===== src/rtl/counter_ctrl.sv =====
// Sequencer for a loadable up-counter: loads a start value, counts up to an end
// value, pulses tick once per completed run, and optionally reloads for periodic runs.
module counter_ctrl #(
  parameter int W      = 8,
  parameter int RUNS_W = 4
) (
  input  logic              clk,
  input  logic              reset,
  input  logic              start,
  input  logic              stop,
  input  logic              periodic,
  input  logic [W-1:0]      start_val,
  input  logic [W-1:0]      end_val,
  input  logic [W-1:0]      count,
  output logic [W-1:0]      load,
  output logic              le,
  output logic              ce,
  output logic              busy,
  output logic              tick,
  output logic [RUNS_W-1:0] runs
);

  typedef enum logic [1:0] {
    IDLE = 2'd0,
    LOAD = 2'd1,
    RUN  = 2'd2,
    TICK = 2'd3
  } state_t;

  state_t              state_reg;
  state_t              state_next;
  logic [W-1:0]        start_q_reg;
  logic [W-1:0]        end_q_reg;
  logic                periodic_q_reg;
  logic [RUNS_W-1:0]   runs_reg;
  logic                accept;

  assign accept = (state_reg == IDLE) && start && !stop;

  always_ff @(posedge clk) begin
    if (reset) begin
      state_reg      <= IDLE;
      start_q_reg    <= '0;
      end_q_reg      <= '0;
      periodic_q_reg <= 1'b0;
      runs_reg       <= '0;
    end else begin
      state_reg <= state_next;
      if (accept) begin
        start_q_reg    <= start_val;
        end_q_reg      <= end_val;
        periodic_q_reg <= periodic;
        runs_reg       <= '0;
      end else if (state_reg == TICK) begin
        // The tick of this cycle has already been emitted, so a concurrent stop still counts it.
        runs_reg <= runs_reg + RUNS_W'(1);
      end
    end
  end

  always_comb begin
    state_next = state_reg;
    le         = 1'b0;
    ce         = 1'b0;
    busy       = 1'b1;
    tick       = 1'b0;
    case (state_reg)
      IDLE: begin
        busy = 1'b0;
        if (accept) state_next = LOAD;
      end
      LOAD: begin
        le         = 1'b1;
        state_next = RUN;
      end
      RUN: begin
        ce = (count != end_q_reg);
        if (count == end_q_reg) state_next = TICK;
      end
      TICK: begin
        tick       = 1'b1;
        state_next = periodic_q_reg ? LOAD : IDLE;
      end
      default: state_next = IDLE;
    endcase
    // Abort only redirects the next state; this cycle's outputs stand.
    if (stop && (state_reg != IDLE)) state_next = IDLE;
  end

  assign load = start_q_reg;
  assign runs = runs_reg;

endmodule


===== config.mk =====
export PLATFORM = sky130hd
export DESIGN_NAME = counter_ctrl
export DESIGN_NICKNAME = d
export VERILOG_FILES = /design/src/rtl/counter_ctrl.sv
export SDC_FILE = /design/constraint.sdc
export NUM_CORES = 1
export LEC_CHECK = 0
export CAP_MARGIN = 15
export CORE_UTILIZATION = 64
export DETAILED_ROUTE_END_ITERATION = 10
export DONT_BUFFER_PORTS = 1
export GPL_ROUTABILITY_DRIVEN = 1
export HOLD_SLACK_MARGIN = 0.15
export PLACE_DENSITY = 0.84
export SYNTH_ARGS = -nofsm -noshare
export SYNTH_HDL_FRONTEND = slang
export SYNTH_SLANG_ARGS = --single-unit

===== constraint.sdc =====
create_clock -name clk -period 2.95 [get_ports clk]
set_input_delay 0.59 -clock clk [delete_from_list [all_inputs] [get_ports clk]]
set_output_delay 0.59 -clock clk [all_outputs]
set_load 0.02 [all_outputs]

## Word level (Yosys, flattened, before mapping)

Cells that the tools add are included.
W data, S select, Z words.

| storage, ports and cells | value |
|---|---|
| bits in registers | 23 |
| output and inout port bits | 16 |

| cells by class | value |
|---|---|
| add/subtract/negate cells | 1 |
| equality and inequality tests | 7 |
| multiplexer cells | 8 |
| reductions and logical operators | 9 |

Operator list:

| kind | count |
|---|---|
| $eq A8 B8 Y1 | 1 |
| $ne A8 B8 Y1 | 1 |
| $pmux W2 S4 | 1 |
| $mux W1 | 5 |
| $add A4 B1 Y4 const B | 1 |
| $eq A2 B2 Y1 const B | 2 |
| $mux W2 | 2 |
| $ne A2 B2 Y1 const B | 2 |
| $reduce_or A2 Y1 | 2 |
| $logic_and A1 B1 Y1 | 3 |
| $eq A2 B1 Y1 const B | 1 |
| $logic_not A2 Y1 | 1 |
| $reduce_and A2 Y1 | 1 |
| $reduce_bool A2 Y1 | 1 |
| $logic_not A1 Y1 | 1 |

## Depth between registers and ports, before layout

Gate-level depths: netlist of the first run.

| depth | value |
|---|---|
| word-level depth | 5 |
| depth in mapped cells | 7 |

## Least setup slack after synthesis of the first run

Ideal clock, no wire load.

| timing path | value |
|---|---|
| path kind | input -> output |
| from | input port count[7] |
| to | output port ce |
| data arrival time | 1367 ps |
| data required time | 2360 ps |
| setup slack | 993 ps |
| cell stages on the path | 4 |
| buffers on the path | 0 |
| path through | xor2_1 -> nor4_1 -> nand2_1 -> and2_2 |

| on the way | value |
|---|---|
| word-level cells in the longest chain between the ends | 2 |

Ends and longest elaborated chain:

| what | RTL line | source |
|---|---|---|
| from (decl) | 14 | `input logic [W-1:0] count,` |
| $ne A8 B8 Y1 | 77 | `ce = (count != end_q_reg);` |
| $mux W1 | 67 | `case (state_reg)` |
| to (decl) | 17 | `output logic ce,` |

No other way between the ends.

## Worst setup path after layout of the first run

| timing path | value |
|---|---|
| from | register end_q_reg[5] |
| to | output port ce |

| on the way | value |
|---|---|
| word-level cells in the longest chain between the ends | 2 |

Ends and longest elaborated chain:

| what | RTL line | source |
|---|---|---|
| from (decl) | 33 | `logic [W-1:0] end_q_reg;` |
| from (signal assigned) | 51 | `end_q_reg <= end_val;` |
| $ne A8 B8 Y1 | 77 |  |
| $mux W1 | 67 |  |

No other way between the ends.

==> impl_results.md, run 1 <==
* Status: complete, no violations
* Worst Hold Class: primary input to flop
* Setup crit end kind: output port
* Vias in the first global route at between 700 and 800
* Switch share at 0.379
* Overflow after GRT at 0
* Share of cells above drive strength 1 at 0.0484
* Clk_skew at approximately 3.2 ps
* Num CTS Buffers at 3
* Seq/Total Area, Yosys at 0.439
* Clock buffer depth at 2
* Area growth syn-to-layout at 2.74%
* Leak pwr at around 0.43 nW
* PostCTS Resize Cnt at 0
* Area contributors post-synth: dfxtp_1 44%, nand2_1 13%, a21oi_1 9.1%
* Yosys warnings at 0
* Clock network power share at 0.181
* DRT antenna net count at 0
* Slew Limit Headroom at 0.511
* IO Pins at 45
* CP required at roughly 2400 ps
* Later-pin clock latency in the skew report at just over 300 ps
* Total Neg Setup Slack at 0 ps
* GPL Wtd Cong at between 0.7 and 0.8
* Hold Vio Cnt, Final at 0
* Root Driver: clkbuf_4
* Fillers at roughly 130
* Clock sink count at 23
* Power Internal at a little under 0.0005 W
* Most frequent cells after synthesis: 36 x nand2_1, 23 x dfxtp_1, 19 x a21oi_1, 10 x xor2_1, 6 x ha_1
* Pin count of the biggest net entering global routing at 23
* Pwr Density at about 730 nW/um^2
* H-tree Lvls at 1
* Die height at 42.5 um
* GR Util All Layers at 0.231
* Ant diodes at 0
* CP startpoint: end_q_reg[5]$_SDFFE_PP0P_
* Max Slew Vio Count at 0
* Final std cells w/o fill at between 100 and 150
* Synthesized area at 1050 sq um
* Complex-gate fraction of the synthesized area at 0.138
* Setup Buffers After CTS at 0
* Post-synthesis register bit count at 23
* Setup CP Type: flop to output port
* CP max FO at 4
* Number of synthesized flops with an enable pin at 0
* Syn_area_per_cell at roughly 8.4 sq um
* Via density at slightly below 6
* Post-Route WL at 1960 um
* Critical path data arrival time at between 1500 and 2000 ps
* IO Port Bufs at 0
* Min Tclk post-route at between 2000 and 2500 ps
* Die W at 42.5 um
* Max cap viols at 0
* Top cell type's share of synthesized area at 0.439
* Number of placed instances with taps included at around 140
* Top_reg_cell synth: dfxtp_1
* Reg-to-reg startpoint: state_reg[1]$_SDFFE_PP0P_
* WL/cell at 14.0 um
* Post-Synth Adder-Cell Area at 0.0715
* Final worst slack at between 700 and 800 ps
* Hold path startpoint: reset
* Std cell rows at 14
* TritonCTS clock tree: built
* Post-Syn Nets at 160
* Place WS at roughly 860 ps
* Finished Core Util at 0.708
* Post-cts hold buffer count at 0
* Initial antenna violation count at 0
* Sequential power share at 0.499
* DRT Pass-1 Iters at 4
* 1st-iter DRT viols at 8
* Reg area at around 460 sq um
* First-pass GRT wire length at slightly above 3000 um
* DRC at 0
* Cell taking the most area after synthesis: dfxtp_1
* Hold Path Depth at 1
* Share of total power in combinational logic at 0.321
* Worst-case reg-to-reg path depth at 7
* Asr flop ratio synth at 0
* Simple-gate share of the synthesized area at 0.209
* Fin Hold WS at 337 ps
* Synthesized instance count at approximately 130
* DIE AREA at ~1800 sq um
* Top-count cell post-synth: nand2_1
* Final HPWL DP at roughly 1400 um
* Largest family of logic cells by synthesized area: simple AND/OR/NAND/NOR gates
* Max Freq at ~0.46 GHz
* Multi-input gate area at ~560 sq um
* Worst vdd ir at 0.407 mV
* Proportion of synthesized area in mux cells at 0.0191
* Slew @ Worst Pin at around 730 ps
* Final Cycle Share at 0.732
* Clk slew on worst S/H paths at roughly 120 ps
* Endpoints failing setup at 0
* Startpoint Class: flop
* Final net count at 160
* RSZ-0062 raised after global routing: false
* Post-Synth XOR/XNOR Area at 0.0918
* Via Count at just over 800
* NetSw at around 0.00030 W
* Initial Utilization at 0.689
* Core ar. at between 1500 and 2000 sq um
* Synth cell types at 23
==> metrics by stage <==
stage          area (sq um)  power, W
2_1_floorplan          1050  0.000611
3_3_place_gp           1050  0.000634
3_5_place_dp           1050  0.000652
4_1_cts                1080  0.000794
5_1_grt                1080  0.000838
6_report               1080  0.000789
==> final timing paths <==
path / endpoint / slack (ps)
setup / recovery: ce / 790
hold / removal: end_q_reg[1]$_SDFFE_PP0P_ / 340
setup reg to reg: state_reg[1]$_SDFFE_PP0P_ / 1100
hold reg to reg: periodic_q_reg$_SDFFE_PP0P_ / 470
==> critical path, stage by stage, from the launching register on <==
cell and delay, ps:
dfxtp_1 340, xor2_1 160, nor4_1 310, nand2_1 180, and2_2 280
==> layout by cell type (no fill, tap or decap), drive strengths merged <==
master,count
xnor2,1
and3,1
nand2,36
a211o,1
clkinv,1
nor4bb,1
a211oi,1
a21oi,19
clkbuf,3
and2,1
xor2,10
a311o,1
a21o,1
dfxtp,23
inv,4
mux2i,2
nor3,4
o221a,1
nand4,1
nand3,2
nand3b,1
nor2,1
nor4,2
ha,6
==> layout make-up <==
cell class / instances / area share
multi-input combinational: 93 / 0.515
sequential: 23 / 0.427
clock buffer: 3 / 0.0209
tap: 16 / 0.0186
inverter: 4 / 0.0139
clock inverter: 1 / 0.00464
==> logic make-up (layout without fill, tap and decap cells) <==
logic type               after synthesis  count (layout)
adder cells (fa/ha/maj)                6               6
AND/OR/NAND/NOR                       50              50
multiplexers                           2               2
buffers and inverters                  9               8
AO/OA/AOI/OAI                         24              24
flip-flops                            23              23
XOR/XNOR                              11              11
==> power groups by stage <==
stage | Combinational (W) | Clock, W | Sequential (W)
after floorplan | 0.000217 | 0 | 0.000394
after global placement | 0.000235 | 0 | 0.000399
after detailed placement | 0.000251 | 0 | 0.000401
after CTS | 0.000252 | 0.000148 | 0.000394
after global routing | 0.000284 | 0.000155 | 0.000399
final | 0.000253 | 0.000143 | 0.000394
==> layer usage <==
metal,routed length [um],GRT usage
met4,51,0.125
met2,958,0.406
met3,137,0.0690
met1,810,0.243
met5,0,0
(Power assumes the default switching activity.)
==> inputs of run 2 (changes only) <==
- CORE_UTILIZATION: 64 -> 54
- PLACE_DENSITY: 0.84 -> 0.76
- clock period: 2.95 -> 1.95 ns (I/O delays scaled with it)
==> impl_results.md, run 2 (same netlist as run 1, synthesis figures left out) <==
* Startpoint Class: flop
* Leak pwr at 0.442 nW (+2.0%)
* Clock network power share at 0.177 (-0.004)
* Endpoints failing setup at 0 (unchanged)
* IO Pins at 45 (unchanged)
* Pin count of the biggest net entering global routing at 22 (-4.3%)
* Vias in the first global route at 720 (-8.5%)
* GPL Wtd Cong at 0.792 (-0.96%)
* Leading cell types in the layout, fill and taps excluded: 36 x nand2_1, 23 x dfxtp_1, 19 x a21oi_1
* Status: complete, no violations
* Die height at 46.1 um (+8.4%)
* CP max FO at 2 (-2)
* Hold Vio Cnt, Final at 0 (unchanged)
* Slew @ Worst Pin at 738 ps (+3.46 ps)
* Final Cycle Share at 0.942
* Pwr Density at 1080 nW/um^2 (+47%)
* CP required at 1560 ps (-800 ps)
* Switch share at 0.380 (+0.00140)
* R2r setup slk at 170 ps (-930 ps)
* Final HPWL DP at 1460 um (+4.9%)
* Share of total power in combinational logic at 0.326 (+0.005)
* Initial antenna violation count at 0 (unchanged)
* Std cell rows at 15 (+1)
* DRC at 0 (unchanged)
* Total Neg Setup Slack at 0 ps (unchanged)
* Ant diodes at 0 (unchanged)
* Final std cells w/o fill at 151 (+7.9%)
* DRT Pass-1 Iters at 4 (unchanged)
* First-pass GRT wire length at 2990 um (-4.0%)
* Initial Utilization at 0.589 (-0.100)
* Final net count at 162 (+1.3%)
* Share of cells above drive strength 1 at 0.0635 (+0.0151)
* Max cap viols at 0 (unchanged)
* Clock sink count at 23 (unchanged)
* Setup crit end kind: output port
* Clk slew on worst S/H paths at 120 ps (about the same)
* Min Tclk post-route at 1840 ps
* Via density at 5.49 (-7.4%)
* Via Count at 829 (-0.12%)
* Critical path data arrival time at 1450 ps (-120 ps)
* Root Driver: clkbuf_4
* Num CTS Buffers at 3 (unchanged)
* Slew Limit Headroom at 0.508 (-0.00231)
* Sequential power share at 0.497 (-0.002)
* H-tree Lvls at 1 (unchanged)
* Clock buffer depth at 2 (unchanged)
* Die W at 46.1 um (+8.4%)
* Setup CP Type: flop to output port
* Max Freq at roughly 0.54 GHz
* 1st-iter DRT viols at 8 (unchanged)
* IO Port Bufs at 0 (unchanged)
* Commonest non-fill, non-tap cell in the layout: nand2_1
* Core ar. at 1780 sq um (+17%)
* Overflow after GRT at 0 (unchanged)
* Later-pin clock latency in the skew report at 300 ps (about the same)
* GR Util All Layers at 0.202 (-0.0290)
* Max Slew Vio Count at 0 (unchanged)
* NetSw at 0.000456 W (+53%)
* TritonCTS clock tree: built
* Clk_skew at 1.44 ps (-1.73 ps)
* Worst vdd ir at 0.540 mV (+33%)
* Area growth syn-to-layout at 6.08%
* Reg area at 460 sq um (unchanged)
* Post-Route WL at 1990 um (+1.6%)
* WL/cell at 13.2 um (-5.8%)
* RSZ-0062 raised after global routing: false
* Number of placed instances with taps included at 145 (+6.6%)
* Multi-input gate area at 562 sq um (+1.1%)
* Worst Hold Class: primary input to flop
* Power Internal at 0.000744 W (+52%)
* DRT antenna net count at 0 (unchanged)
* Fillers at 167 (+27%)
* DIE AREA at 2120 sq um (+18%)
-- run 2: cell count changes in the layout (fill, tap and decap cells not counted) --
| cell | previous run | this run |
|---|---|---|
| dlygate4sd3_1 | 0 | 1 |
| buf_4 | 0 | 1 |
| nor4_2 | 0 | 1 |
| nor4_1 | 2 | 1 |
-- run 2: routing by layer --
metal | part of all wire | up-vias | GRT usage
met2 | 0.49 | 29 | 0.335
li1 | - | 419 | -
met5 | 0 | - | 0
met1 | 0.42 | 377 | 0.225
met3 | 0.077 | 4 | 0.0745
met4 | 0.014 | 0 | 0.100
-- run 2: layout make-up --
type | count | share of cell area
repair buffers | 2 | 0.0157
clock inverters | 1 | 0.00449
clock buffers | 3 | 0.0202
multi-input cells | 93 | 0.504
flip-flops and latches | 23 | 0.413
well taps | 25 | 0.0281
inverters | 4 | 0.0135
-- run 2: worst paths after layout --
path | startpoint | cells after the start | to
max | end_q_reg[2]$_SDFFE_PP0P_ | 4 | ce
max reg2reg | state_reg[1]$_SDFFE_PP0P_ | 7 | state_reg[1]$_SDFFE_PP0P_
min | start_val[1] | 2 | load[1]$_SDFFE_PP0P_
min reg2reg | end_q_reg[2]$_SDFFE_PP0P_ | 2 | end_q_reg[2]$_SDFFE_PP0P_
-- run 2: power by group through the flow --
stage	clock network [W]	registers, W	logic [W]
2_1_floorplan	0	0.000595	0.000329
3_3_place_gp	0	0.000602	0.000364
3_5_place_dp	0	0.000607	0.000380
4_1_cts	0.000224	0.000596	0.000390
5_1_grt	0.000247	0.000606	0.000438
6_report	0.000212	0.000596	0.000391
-- run 2: timing repair --
item / CTS / global route
endpoints found under the hold margin: 21 / 0
resized for setup: 0 / 1
endpoints found under the setup margin: 1 / 1
hold buffers: 1 / 0
setup buffers: 1 / 0
pin swaps: 1 / 1
-- run 2: critical path: stages (launching register included) --
cell     delay (ps)
dfxtp_1         340
xor2_1          160
nor4_2          280
nand2_1         110
and2_2          250
-- run 2: through the flow --
stage	utilization	setup slack [ps]	instance area (sq um)	hold slack, ps	power [W]
after detailed placement	0.596	205	1060	456	0.000987
after global routing	0.625	5.57	1110	180	0.00129
after CTS	0.621	29.6	1110	194	0.00121
after global placement	0.596	264	1060	449	0.000967
final	0.625	113	1110	207	0.00120
after floorplan	-	362	1050	437	0.000924
==> inputs of run 3 (changes only) <==
- CORE_UTILIZATION: 54 -> 60
- PLACE_DENSITY: 0.76 -> 0.8
- clock period: 1.95 -> 1.85 ns (I/O delays scaled with it)
==> impl_results.md, run 3 (same netlist as run 1, synthesis figures left out) <==
* CP required at 1480 ps (-80 ps)
* Final std cells w/o fill at 144 (-4.6%)
* Multi-input gate area at 566 sq um (+0.67%)
* Worst Hold Class: primary input to flop
* Critical Path Sink: ce
* Leak pwr at 0.452 nW (+2.3%)
* Total Neg Setup Slack at 0 ps (unchanged)
* Share of cells above drive strength 1 at 0.125 (+0.0615)
* Via Count at 841 (+1.4%)
* DRT antenna net count at 0 (unchanged)
* Finished Core Util at 0.714 (+0.0897)
* IO Port Bufs at 0 (unchanged)
* Fin Hold WS at 175 ps (-31.3 ps)
* Number of placed instances with taps included at 138 (-4.8%)
* WL/cell at 15.2 um (+15%)
* Reg area at 465 sq um (+1.1%)
* TritonCTS clock tree: built
* Final HPWL DP at 1530 um (+4.5%)
* GPL Wtd Cong at 0.812 (+2.5%)
* Slew Limit Headroom at 0.508 (about the same)
* Worst-case reg-to-reg path depth at 7 (unchanged)
* Switch share at 0.382 (+0.00194)
* First-pass GRT wire length at 3290 um (+9.9%)
* Root Driver: clkbuf_4
* Clk_skew at 5.86 ps (+4.42 ps)
* Die height at 43.8 um (-4.9%)
* Num CTS Buffers at 3 (unchanged)
* Std cell rows at 14 (-1)
* CP startpoint: end_q_reg[5]$_SDFFE_PP0P_
* Failing checks: design-rule violations
* Reg-to-reg startpoint: state_reg[0]$_SDFFE_PP0P_
* NetSw at 0.000506 W (+11%)
* 1st-iter DRT viols at 8 (unchanged)
* Clock network power share at 0.175 (-0.002)
* Hold Vio Cnt, Final at 0 (unchanged)
* Clock buffer depth at 2 (unchanged)
* DRC at 3 (+3)
* Sequential power share at 0.477 (-0.020)
* Die W at 43.8 um (-4.9%)
* Share of total power in combinational logic at 0.348 (+0.022)
* Leading cell types in the layout, fill and taps excluded: 36 x nand2_1, 19 x dfxtp_1, 17 x a21oi_1
* Fillers at 132 (-21%)
* Overflow after GRT at 0 (unchanged)
* Initial Utilization at 0.666 (+0.0771)
* Final Cycle Share at 0.975
* Power Internal at 0.000819 W (+10%)
* Pin count of the biggest net entering global routing at 22 (unchanged)
* Final worst slack at 46.2 ps (-66.8 ps)
* DRT Pass-1 Iters at 7 (+3)
* Ant diodes at 0 (unchanged)
* Max cap viols at 0 (unchanged)
* Later-pin clock latency in the skew report at 300 ps (about the same)
* DIE AREA at 1920 sq um (-9.6%)
* Endpoints failing setup at 0 (unchanged)
* Place WS at 150 ps (-54.7 ps)
* GR Util All Layers at 0.231 (+0.0287)
* Min Tclk post-route at approximately 1800 ps
* Core ar. at 1580 sq um (-12%)
* Status: finished with violations
* Max Slew Vio Count at 0 (unchanged)
* Worst vdd ir at 0.624 mV (+15%)
* Post-Route WL at 2180 um (+9.8%)
* Clock sink count at 23 (unchanged)
* Startpoint Class: flop
* Initial antenna violation count at 0 (unchanged)
* Pwr Density at 1180 nW/um^2 (+9.2%)
* Max Freq at 0.554 GHz
* Setup crit end kind: output port
* CP max FO at 2 (unchanged)
* Clk slew on worst S/H paths at 130 ps (about the same)
* Setup CP Type: flop to output port
* Commonest non-fill, non-tap cell in the layout: nand2_1
* RSZ-0062 raised after global routing: true
* Vias in the first global route at 801 (+11%)
* H-tree Lvls at 1 (unchanged)
* R2r setup slk at 210 ps (+40 ps)
* Area growth syn-to-layout at 7.27%
* Via density at 5.84 (+6.4%)
* IO Pins at 45 (unchanged)
* Final net count at 164 (+1.2%)
* Critical path data arrival time at 1430 ps (-20 ps)
* FF-to-FF End: state_reg[1]$_SDFFE_PP0P_
* Slew @ Worst Pin at 736 ps (-1.91 ps)
run 3: changes by cell type in the layout (fill, tap and decap cells not counted), moves of 2 or more:
cell | previous run | this run
dfxtp_2 | 0 | 4
dfxtp_1 | 23 | 19
buf_4 | 1 | 3
a21oi_2 | 0 | 2
a21oi_1 | 19 | 17
run 3: layout make-up:
type,instances,area share
clock buffer,3,0.0200
clock inverter,1,0.00444
inverter,4,0.0133
multi-input combinational,93,0.502
sequential,23,0.413
tap,16,0.0178
timing repair buffer,4,0.0289
run 3: per-layer routing:
layer | global-route usage | vias to the layer above | routed length (um)
met5 | 0 | - | 0
met4 | 0.0813 | 0 | 13
met3 | 0.0542 | 2 | 147
met2 | 0.406 | 30 | 1110
met1 | 0.272 | 386 | 916
li1 | - | 423 | -
run 3: worst min-delay path by stage:
stage | startpoint | end | slack [ps] | cells after the start
after detailed placement | reset | end_q_reg[3]$_SDFFE_PP0P_ | 440 | 1
after CTS | start_val[7] | load[7]$_SDFFE_PP0P_ | 180 | 2
final | end_val[1] | end_q_reg[1]$_SDFFE_PP0P_ | 180 | 2
after floorplan | periodic_q_reg$_SDFFE_PP0P_ | periodic_q_reg$_SDFFE_PP0P_ | 440 | 2
after global placement | reset | load[2]$_SDFFE_PP0P_ | 440 | 1
after global routing | start_val[2] | load[2]$_SDFFE_PP0P_ | 170 | 2
run 3: critical path, cell delays in order (launching register included):
cell and delay (ps):
dfxtp_2 340, xor2_1 140, nor4_1 320, nand2_1 130
and2_4 200
run 3: repair_timing:
action	4_1_cts	5_1_grt
pin swaps	2	5
endpoints found under the setup margin	1	7
gates resized for setup	1	7
hold buffers	1	0
endpoints found under the hold margin	21	0
setup buffers	1	0
run 3: power by group through the flow:
stage / registers, W / clock network [W] / logic, W
finish: 0.000633 / 0.000232 / 0.000461
global route: 0.000641 / 0.000247 / 0.000514
CTS: 0.000629 / 0.000234 / 0.000445
detailed placement: 0.000642 / 0 / 0.000429
global placement: 0.000635 / 0 / 0.000412
floorplan: 0.000627 / 0 / 0.000346
run 3: stage by stage:
step | power, W | area, sq um
after detailed placement | 0.00107 | 1070
final | 0.00133 | 1130
after global routing | 0.00140 | 1130
after CTS | 0.00131 | 1110
after floorplan | 0.000974 | 1050
after global placement | 0.00105 | 1070
==> variant 1 (flow settings as in run 1) <==
`W`: 8 -> 12.
--- a/src/rtl/counter_ctrl.sv
+++ b/src/rtl/counter_ctrl.sv
@@ -1,7 +1,7 @@
 // Sequencer for a loadable up-counter: loads a start value, counts up to an end
 // value, pulses tick once per completed run, and optionally reloads for periodic runs.
 module counter_ctrl #(
-  parameter int W      = 8,
+  parameter int W      = 12,
   parameter int RUNS_W = 4
 ) (
   input  logic              clk,
Interface: changed (resized count, end_val, load and start_val); port bits go from 45 to 61. No check against the original RTL was run, so the function may have changed too.
==> variant 1 against run 1 <==
Total power increased by 22%. Area after synthesis increased by 28%. Global-route usage grew 0.23 points. Synthesized cell count is 32% higher. Sequential power up 32%. Sequential cell count increased by 8. Count of clock-buffer cells in the layout increased by 4. Critical path depth did not move. Wire length up 29%. Final area grew 30%. Register-to-register slack is essentially flat. Worst setup slack better by 62 ps. Critical path type unchanged.
==> variant 1: results (changes against run 1) <==
[global_route]
use_met3=0.1170  ; +0.04802
use_met2=0.3784  ; -0.02778
track_usage=0.2332  ; +0.002269
globalRouteMet1Util=0.2648  ; +0.02161
grt_max_degree=31  ; +35%
grt_pass1_wl_um=3539  ; +14%

[synth]
synth_cell_types=21  ; -8.7%
synth_top_area_frac=0.4636  ; +0.02493
postSynthNetCount=212  ; +33%
syn_area_per_cell_um2=8.114  ; -3.4%
synthTopCellsByCount=nand2_1 (56), dfxtp_1 (31), a21oi_1 (26), xor2_1 (10)
yosys-top-cells-area=dfxtp_1 (46%), nand2_1 (16%), a21oi_1 (9.7%)

[pwr]
combinationalPower_w=0.000225  ; -11%
p_leak_nw=0.5447  ; +26%
powerClk_w=0.000222  ; +55%
switching_power_w=0.0003230  ; +8.1%
ir_drop_mv=0.4911  ; +21%

[placement]
pre_cts_ws_ps=938.7  ; +81.62 ps
postPlaceCellArea_mm2=0.001354  ; +29%
dp_hpwl_um=1821  ; +31%
gp_congestion=0.7767  ; -2.9%
dp_cells=185  ; +36%

[clocking]
clk_pin_slew_ps=90  ; -30 ps
h-tree-depth=2  ; +1
numCtsBuffers=5  ; +2

[run_status]
status=finished clean

[detailed_routing]
wl_met1_um=1074  ; +33%
wl_met2_um=1200  ; +25%
vias=1036  ; +25%
viasPerCell=5.368  ; -9.5%
wirelength_um=2517  ; +29%
dr_wl_met3_um=194  ; +42%

[setup_path]
crit_arrival_ps=1510  ; -60 ps
crit_fanout=2  ; -2

[layout]
drive_gt1_frac=0.05422  ; +0.005830

-- variant 1: area by class of cell --
cell class | instances | area (um^2)
multi-input combinational | 122 | 673.1
sequential | 31 | 620.6
fill | 173 | 558.0
clock buffer | 7 | 45.04
tap | 27 | 33.78
timing repair buffer | 2 | 15.01
inverter | 3 | 11.26
clock inverter | 1 | 5.005
-- variant 1: worst paths after layout --
check | from | end | slack (ps) | cells after the start
worst max-delay path | end_q_reg[11]$_SDFFE_PP0P_ | ce | 850 | 4
worst min-delay path | reset | load[5]$_SDFFE_PP0P_ | 330 | 1
worst max register to register | state_reg[0]$_SDFFE_PP0P_ | state_reg[1]$_SDFFE_PP0P_ | 1100 | 7
worst min register to register | periodic_q_reg$_SDFFE_PP0P_ | periodic_q_reg$_SDFFE_PP0P_ | 470 | 2
-- variant 1: logic make-up after synthesis --
logic type	Yosys count	synth area share
fa+ha+maj	6	0.05607
buf+inv	12	0.03551
compound gates	31	0.1224
flops	31	0.4636
mux	3	0.02243
simple gates	67	0.2019
xor+xnor	15	0.09813
==> variant 2 (config.mk and constraints of run 1) <==
Without the edit above. Register the inputs `start`, `stop`, `periodic`, `start_val`, `end_val` and `count` before use, cleared by the reset. The logic sees them one clock later. Comments in the files are not updated.
--- a/src/rtl/counter_ctrl.sv
+++ b/src/rtl/counter_ctrl.sv
@@ -27,6 +27,31 @@
     TICK = 2'd3
   } state_t;
 
+  logic start_q;
+  logic stop_q;
+  logic periodic_q;
+  logic [W-1:0] start_val_q;
+  logic [W-1:0] end_val_q;
+  logic [W-1:0] count_q;
+
+  always_ff @(posedge clk) begin
+    if (reset) begin
+      start_q     <= '0;
+      stop_q      <= '0;
+      periodic_q  <= '0;
+      start_val_q <= '0;
+      end_val_q   <= '0;
+      count_q     <= '0;
+    end else begin
+      start_q     <= start;
+      stop_q      <= stop;
+      periodic_q  <= periodic;
+      start_val_q <= start_val;
+      end_val_q   <= end_val;
+      count_q     <= count;
+    end
+  end
+
   state_t              state_reg;
   state_t              state_next;
   logic [W-1:0]        start_q_reg;
@@ -35,7 +60,7 @@
   logic [RUNS_W-1:0]   runs_reg;
   logic                accept;
 
-  assign accept = (state_reg == IDLE) && start && !stop;
+  assign accept = (state_reg == IDLE) && start_q && !stop_q;
 
   always_ff @(posedge clk) begin
     if (reset) begin
@@ -47,9 +72,9 @@
     end else begin
       state_reg <= state_next;
       if (accept) begin
-        start_q_reg    <= start_val;
-        end_q_reg      <= end_val;
-        periodic_q_reg <= periodic;
+        start_q_reg    <= start_val_q;
+        end_q_reg      <= end_val_q;
+        periodic_q_reg <= periodic_q;
         runs_reg       <= '0;
       end else if (state_reg == TICK) begin
         // The tick of this cycle has already been emitted, so a concurrent stop still counts it.
@@ -74,8 +99,8 @@
         state_next = RUN;
       end
       RUN: begin
-        ce = (count != end_q_reg);
-        if (count == end_q_reg) state_next = TICK;
+        ce = (count_q != end_q_reg);
+        if (count_q == end_q_reg) state_next = TICK;
       end
       TICK: begin
         tick       = 1'b1;
@@ -84,7 +109,7 @@
       default: state_next = IDLE;
     endcase
     // Abort only redirects the next state; this cycle's outputs stand.
-    if (stop && (state_reg != IDLE)) state_next = IDLE;
+    if (stop_q && (state_reg != IDLE)) state_next = IDLE;
   end
 
   assign load = start_q_reg;
Behaviour: not the same (a bounded check fails within 4 cycles, from zero or initial values and one cycle with reset high).
==> variant 2 against run 1 <==
Sequential cell count rose by 27. Global-route usage rose by 1.0 points. Wire length rose by 56%. First-iteration DRC count rose by 88%. Total power rose by 74%. Area after synthesis rose by 69%. Worst setup slack got worse by 20 ps. Final area rose by 72%. Clock power rose to 2.7 times the old value. Highest routed layer unchanged. Core utilization rose by 2.2 points.
==> variant 2: results (changes against run 1) <==
[placement]
dp_hpwl_um=2034  ; +46%
gp_congestion=0.7347  ; -8.1%
portBuffers=0  ; unchanged
dp_cells=204  ; +50%

[synth]
seq_area_frac_synth=0.5654  ; +0.1268
synth_flop_cell=dfxtp_1
yosysWarnings=0  ; unchanged
synth_cell_types=25  ; +8.7%
synthTopCellsByCount=dfxtp_1 (50), nand2_1 (36), nor2b_1 (27), a21oi_1 (19), xor2_1 (10)
yosys-top-cells-area=dfxtp_1 (57%), nor2b_1 (9.5%), nand2_1 (7.6%)
syn_area_per_cell_um2=9.728  ; +16%
async_flop_share=0  ; unchanged

[worst_hold_path]
whs_path_depth=1  ; unchanged
min_to=load[3]$_SDFFE_PP0P_
hold_start=reset
hp-class=input port to flip-flop

[global_route]
grt_max_degree=50  ; +120%
grt_pass1_wl_um=4692  ; +50%
antenna_found_initial=0  ; unchanged
grt_pass1_vias=1107  ; +41%
track_usage=0.2409  ; +0.01003

[clocking]
numCtsBuffers=5  ; +2
clk_path_buf_depth=2  ; unchanged
clock_latency_ps=360  ; +50 ps
post_cts_buffers=0  ; unchanged
clk_pin_slew_ps=140  ; +20 ps
cts_resized=0  ; unchanged
h-tree-depth=2  ; +1
cts-root-buf=clkbuf_4

[setup_path]
r2r_slack_ps=1090
crit_fanout=4  ; unchanged
reg2reg_depth=7  ; unchanged
rr_endpoint=state_reg[1]$_SDFFE_PP0P_
crit_arrival_ps=1590  ; +20 ps
r2r-start=state_reg[1]$_SDFFE_PP0P_

[detailed_routing]
vias=1136  ; +37%
dr.pass1.iters=4  ; unchanged
wirelength_um=3046  ; +56%
drt-initial-drc-count=15  ; +7
viasPerCell=5.358  ; -9.6%

[sta]
worst_pin_slew_ps=795.2  ; +60.96 ps
fin_skew_ps=11.73  ; +8.556 ps
tns_ps=0  ; unchanged

[layout]
antenna_cells=0  ; unchanged
drive_gt1_frac=0.04945  ; +0.001063
fin_nets=216  ; +35%
fillers=185  ; +40%

[pwr]
p_leak_nw=0.7353  ; +70%
ir_drop_mv=0.6429  ; +58%

[run_status]
status=finished clean

-- variant 2: cell types whose count changed in the layout (fill, tap and decap cells not counted), sizes merged --
| cell | before | now |
|---|---|---|
| dfxtp | 23 | 50 |
| nor2b | 0 | 27 |
| clkbuf | 3 | 6 |
| bufinv | 0 | 1 |
| clkinv | 1 | 0 |
| clkinvlp | 0 | 1 |
-- variant 2: power breakdown --
part / total [W] / switching, W / internal, W
Combinational: 0.000240 / 0.000152 / 0.0000888
Clock: 0.000381 / 0.000202 / 0.000179
Sequential: 0.000756 / 0.0000371 / 0.000719
Total: 0.00138 / 0.000391 / 0.000986
-- variant 2: through the flow --
step                      cell area (um^2)  hold slack (ps)  worst slack [ps]
after floorplan                       1770            417.4              1265
after global placement                1778            413.1              1152
after detailed placement              1778            418.2              1158
after CTS                             1857            262.8             733.1
after global routing                  1857            242.5             658.7
final                                 1857            277.2             769.8
-- variant 2: worst max-delay path by stage --
stage | to | depth (start not counted) | slack, ps | start
6_report | ce | 4 | 770 | end_q_reg[2]$_SDFFE_PP0P_
5_1_grt | ce | 4 | 660 | end_q_reg[5]$_SDFFE_PP0P_
4_1_cts | ce | 4 | 730 | end_q_reg[5]$_SDFFE_PP0P_
3_5_place_dp | ce | 4 | 1160 | end_q_reg[5]$_SDFFE_PP0P_
3_3_place_gp | ce | 4 | 1150 | end_q_reg[0]$_SDFFE_PP0P_
2_1_floorplan | ce | 4 | 1260 | end_q_reg[5]$_SDFFE_PP0P_
-- variant 2: critical path: stages, from the launching register on --
cell and delay [ps]:
dfxtp_1 340, xor2_1 160, nor4_1 260, nand2_1 180, and2_2 280
-- variant 2: cell families after synthesis --
family          count (synthesis)  share of synthesized area
simple gates                   77                     0.2191
buf+inv                        12                    0.02544
xor+xnor                       11                    0.05442
mux                             2                    0.01131
compound gates                 24                    0.08198
flops                          50                     0.5654
fa+ha+maj                       6                    0.04240
-- variant 2: final cells by class --
| type | instances | area (um^2) | area share |
|---|---|---|---|
| Inverter | 4 | 15.01 | 0.008086 |
| Sequential cell | 50 | 1001 | 0.5391 |
| Multi-Input combinational cell | 120 | 724.4 | 0.3902 |
| Clock inverter | 2 | 37.54 | 0.02022 |
| Tap cell | 30 | 37.54 | 0.02022 |
| Clock buffer | 6 | 41.29 | 0.02224 |
-- variant 2: metal layers --
layer / track usage / vias to the layer above / part of all wire
met1: 0.2404 / 513 / 0.41
met3: 0.1083 / 2 / 0.064
met2: 0.4257 / 33 / 0.51
li1: - / 588 / -
met5: 0 / - / 0
met4: 0.1026 / 0 / 0.0089
